`config.mk`:
```
export PLATFORM = sky130hd
export DESIGN_NAME = dly_chain_cal
export DESIGN_NICKNAME = d
export VERILOG_FILES = /design/src/rtl/dly_chain_cal.sv
export SDC_FILE = /design/constraint.sdc
export NUM_CORES = 1
export LEC_CHECK = 0
export ABC_AREA = 1
export BUFFER_PORTS_ARGS = -buffer_cell sky130_fd_sc_hd__buf_2
export CAP_MARGIN = 20
export CORE_UTILIZATION = 58
export DETAILED_ROUTE_END_ITERATION = 10
export HOLD_SLACK_MARGIN = 0.03
export PLACE_DENSITY = 0.77
export SYNTH_ARGS = -nofsm -noshare
export SYNTH_HDL_FRONTEND = slang
export SYNTH_SLANG_ARGS = --single-unit
```
`constraint.sdc`:
```
create_clock -name CLK -period 27.3 [get_ports CLK]
set_input_delay 6.825 -clock CLK [delete_from_list [all_inputs] [get_ports CLK]]
set_output_delay 6.825 -clock CLK [all_outputs]
set_load 0.03 [all_outputs]
```
`src/rtl/dly_chain_cal.sv`:
```
// Delay-chain calibration: fires LAUNCH into a tapped dlyb chain and counts
// the taps reached in one CLK period, averaged over 2^AVG_LOG2 shots.
// Optional macro DLY_CAL_BUBBLE_FIX_EN: popcount encoding, bubbles tolerated.
module dly_chain_cal #(
    parameter int  NTAP     = 32,
    parameter int  SETTLE   = 4,
    parameter int  AVG_LOG2 = 2,
    localparam int CW       = $clog2(NTAP + 1)
) (
    input  logic            CLK,
    input  logic            RN,
    input  logic            START,
    input  logic [NTAP-1:0] TAP,
    output logic            LAUNCH,
    output logic            BUSY,
    output logic            DONE,
    output logic [CW-1:0]   COUNT,
    output logic            SAT,
    output logic            ERR
);

    localparam int AW    = CW + AVG_LOG2;
    localparam int SCW   = $clog2(SETTLE);
    localparam int SHW   = AVG_LOG2 + 1;
    localparam int NSHOT = 1 << AVG_LOG2;

    typedef enum logic [2:0] {IDLE, ARM, FIRE, HOLD, ENCODE} state_t;

    state_t          state, state_n;
    logic [NTAP-1:0] cap1, cap2;
    logic [SCW-1:0]  settle_cnt;
    logic [SHW-1:0]  shot_cnt;
    logic [AW-1:0]   acc, acc_sum;
    logic [CW-1:0]   n;
    logic            bubble;
    logic            settle_last, settle_ok, last_shot;

    assign settle_last = (settle_cnt == SCW'(SETTLE - 1));
    assign settle_ok   = (cap2 == '0);
    assign last_shot   = (shot_cnt == SHW'(NSHOT - 1));
    assign acc_sum     = acc + AW'(n);
    assign BUSY        = (state != IDLE);

`ifdef DLY_CAL_BUBBLE_FIX_EN
    always_comb begin
        n      = '0;
        bubble = 1'b0;
        for (int i = 0; i < NTAP; i++) n = n + CW'(cap2[i]);
    end
`else
    // Leading-ones count from the launch end; any 1 past the first 0 is a bubble.
    logic run;
    always_comb begin
        n      = '0;
        bubble = 1'b0;
        run    = 1'b1;
        for (int i = 0; i < NTAP; i++) begin
            if (!cap2[i])  run    = 1'b0;
            else if (run)  n      = n + CW'(1);
            else           bubble = 1'b1;
        end
    end
`endif

    always_comb begin
        state_n = state;
        case (state)
            IDLE:    if (START) state_n = ARM;
            ARM:     if (settle_last) state_n = settle_ok ? FIRE : IDLE;
            FIRE:    state_n = HOLD;
            HOLD:    state_n = ENCODE;
            ENCODE:  state_n = last_shot ? IDLE : ARM;
            default: state_n = IDLE;
        endcase
    end

    always_ff @(posedge CLK) begin
        if (!RN) begin
            state      <= IDLE;
            cap1       <= '0;
            cap2       <= '0;
            settle_cnt <= '0;
            shot_cnt   <= '0;
            acc        <= '0;
            LAUNCH     <= 1'b0;
            DONE       <= 1'b0;
            COUNT      <= '0;
            SAT        <= 1'b0;
            ERR        <= 1'b0;
        end else begin
            state  <= state_n;
            // Two-flop capture: TAP is asynchronous to CLK.
            cap1   <= TAP;
            cap2   <= cap1;
            LAUNCH <= (state_n == FIRE);
            DONE   <= 1'b0;
            settle_cnt <= (state == ARM && state_n == ARM) ? settle_cnt + SCW'(1) : '0;
            case (state)
                IDLE: if (START) begin
                    SAT      <= 1'b0;
                    ERR      <= 1'b0;
                    acc      <= '0;
                    shot_cnt <= '0;
                end
                ARM: if (settle_last && !settle_ok) begin
                    ERR  <= 1'b1;
                    DONE <= 1'b1;
                end
                ENCODE: begin
                    acc      <= acc_sum;
                    shot_cnt <= shot_cnt + SHW'(1);
                    if (bubble)              ERR <= 1'b1;
                    if (n == CW'(NTAP))      SAT <= 1'b1;
                    if (last_shot) begin
                        DONE  <= 1'b1;
                        COUNT <= CW'(acc_sum >> AVG_LOG2);
                    end
                end
                default: ;
            endcase
        end
    end

endmodule
```
==> reports/results.txt <==
Status - finished clean
Final hold vios - 0
DP Worst Slack - 10.90 ns
Clk_lat worst skew - 0.33 ns
Global-route usage over all layers - 0.232
# fillers - 1071
Largest net degree at the start of global routing - 70
Share of layout cells above drive strength 1 - 0.141
Largest family of logic cells by synthesized area - simple AND/OR/NAND/NOR gates
Placed inst area - 7150 um^2
Routed WL - 12800 um
Sum Neg Setup Slack - 0 ns
Clk sinks - 90
Post-synth top area cell - dfxtp_1
Max_slew headroom - 0.446
Routed wl met3 - 360 um
H-tree depth reported by CTS - 3
Avg Cell Area, Syn - 6.29 um^2
Final non-filler cell total - 1274
# diodes - 0
Die Area - 12100 um^2
Post-Synthesis Cell Area - 6780 um^2
Crit-path most repeated cell - nand2_1
Post-DP HPWL - 10300 um
Power Dens Cells - 37.9 nW/um^2
CTS tree - done
Final period util - 0.604
Post-CTS Hold Fix Bufs - 0
Clock slew at reported path FFs - 0.06 ns
Seq/Total Area, Yosys - 0.266
Cell count after placement - 1258
Die width - 110 um
Initial antenna violation count - 0
Total congestion overflow - 0
Synth Area in Compound Gates - 0.0684
Core box area - 11400 um^2
Fmax - 60.7 MHz
Height of the die - 110 um
Ranking of synthesized cells by area - dfxtp_1 27%, nand2_1 17%, inv_1 13%
Met1 WL - 6740 um
Critical path's top delay family - adder cells
Count leader, synth - nand2_1
Routability cong. - 0.882
Min-Delay Path Class - flop to flop
Post-Synthesis Cells - 1079
Pleak - 4.60 nW
Max-Cap Viols - 0
Via count - 6125
XOR/XNOR Fraction of Synth Area - 0.0142
Required time of the critical path - 27.55 ns
Crit path DAT - 16.73 ns
Area share of the largest cell type after synthesis - 0.266
Kind of critical path - flop to flop
Min Tclk post-route - 16.48 ns
First-pass GRT wire length - 22800 um
# rows - 39
Mux cell area share after synthesis - 0
Area of the multi-input gates - 3910 um^2
R2R Setup Slk - 10.82 ns
Post-synthesis simple-gate area fraction - 0.421
Critical Path Sink Type - flop
Layout Utilization - 0.651
Vias in the first global route - 5467
Worst path max stage delay - 0.44 ns
P&R area growth vs syn - 9.67%
Crit-path max FO - 6
Synth top cells by count - 304 x nand2_1, 242 x inv_1, 90 x dfxtp_1, 83 x nand3_1, 73 x nor2_1
Residual DRC - 0
TritonCTS buffer count - 9
EDFF count, synth - 0
DR pass1 iterations - 6
I/O pin count - 46
Drt via density - 4.81
Synth cell types - 46
Register area - 1800 um^2
Max Used Layer - met4
Root buffer cell - clkbuf_16
RSZ-0062 raised after global routing - false
Final WS setup - 10.82 ns
Buffers plus inverters on the worst setup path - 16
Clk buf depth - 2
Synthesized flop and latch total - 90
Slew @ Worst Pin - 0.828 ns
Max Slew Vio Count - 0
Slowest CP cell - dfxtp_1
CP startpoint kind - flop
Cts repair resizes - 0
Final nets - 1200
Adder-cell share of the synthesized area - 0.0730
ANT nets after route - 0
Per-cell routed wire length - 10.1 um
Post-CTS setup repair buffer count - 0
Max VDD drop - 0.0523 mV
Met2 routed WL - 5550 um
Main synth FF type - dfxtp_1
Final setup fails - 0
1st-iter DRT viols - 296
Asr flop ratio synth - 0
Initial core utilization - 0.594
I/O Buffers - 45
Clock skew - 0.00778 ns
Syn Nets - 1153
Design area - 7440 um^2
Yosys warns - 0
[report_power, final]
group | switching [mW] | internal (mW)
clock | 0.0500 | 0.0671
sequential | 0.00298 | 0.136
combinational | 0.0167 | 0.00930
total | 0.0697 | 0.213
[worst register-to-register path, delay by kind of cell, from the launching register on]
family	cells	cell delay, ns
AO/OA/AOI/OAI	20	3.21
XOR/XNOR	1	0.20
adder cells (fa/ha/maj)	29	8.22
buffers and inverters	16	0.88
flip-flops	1	0.44
AND/OR/NAND/NOR	43	3.48
[final cells by class]
| type | instances | area share |
|---|---|---|
| sequential | 90 | 0.242 |
| timing repair buffer | 46 | 0.0313 |
| inverter | 270 | 0.138 |
| clock inverter | 5 | 0.00488 |
| multi-input combinational | 709 | 0.526 |
| clock buffer | 11 | 0.0340 |
| tap | 143 | 0.0241 |
[logic make-up (layout without fill, tap and decap cells)]
group / after synthesis / after routing
adder cells (fa/ha/maj): 39 / 39
flip-flops: 90 / 90
XOR/XNOR: 11 / 11
buffers and inverters: 280 / 332
AND/OR/NAND/NOR: 578 / 578
AO/OA/AOI/OAI: 81 / 81
[stage by stage]
stage | total power, mW | hold slack (ns)
after global placement | 0.167 | 0.393
after CTS | 0.284 | 0.412
final | 0.282 | 0.412
after global routing | 0.296 | 0.429
after floorplan | 0.160 | 0.390
after detailed placement | 0.168 | 0.397
[final timing paths]
kind,start,to,cells after the start
worst max-delay path,cap2[0]$_SDFF_PN0_,acc[7]$_SDFFE_PN0P_,109
worst min-delay path,cap1[16]$_SDFF_PN0_,cap2[16]$_SDFF_PN0_,2
worst max register to register,cap2[0]$_SDFF_PN0_,acc[7]$_SDFFE_PN0P_,109
worst min register to register,cap1[16]$_SDFF_PN0_,cap2[16]$_SDFF_PN0_,2
[layer usage]
layer	global-route usage	vias up
li1	-	3420
met1	0.320	2572
met2	0.379	114
met3	0.0329	19
met4	0.0658	0
met5	0	-
[registers in the layout (all words and copies together) (netlist names)]
| register | count |
|---|---|
| cap2 | 32 |
| LAUNCH | 1 |
| SAT | 1 |
| ERR | 1 |
| shot_cnt | 3 |
| COUNT | 6 |
| settle_cnt | 2 |
| DONE | 1 |
| cap1 | 32 |
| state | 3 |
| acc | 8 |
[layout by cell type, fill, tap and decap left out, types with 3 or more instances in the layout]
cell type  instances
nor3_1             9
o21ai_0           22
buf_2             45
nor4_1             3
nor2_4             6
xnor2_1            5
inv_2             17
ha_1              38
nor2_8            12
nand3_1           83
nor2_2             5
nand2_1          304
inv_4              4
xor2_1             6
inv_1            242
o221ai_1           6
nand4_1           26
nor2_1            73
nand3_2           14
a21oi_1           38
nand2_2           30
dfxtp_1           90
clkbuf_16          9
nand2_4            3
clkinv_1           6
clkinv_2           3
No activity file was read; power rests on OpenSTA's default activity.
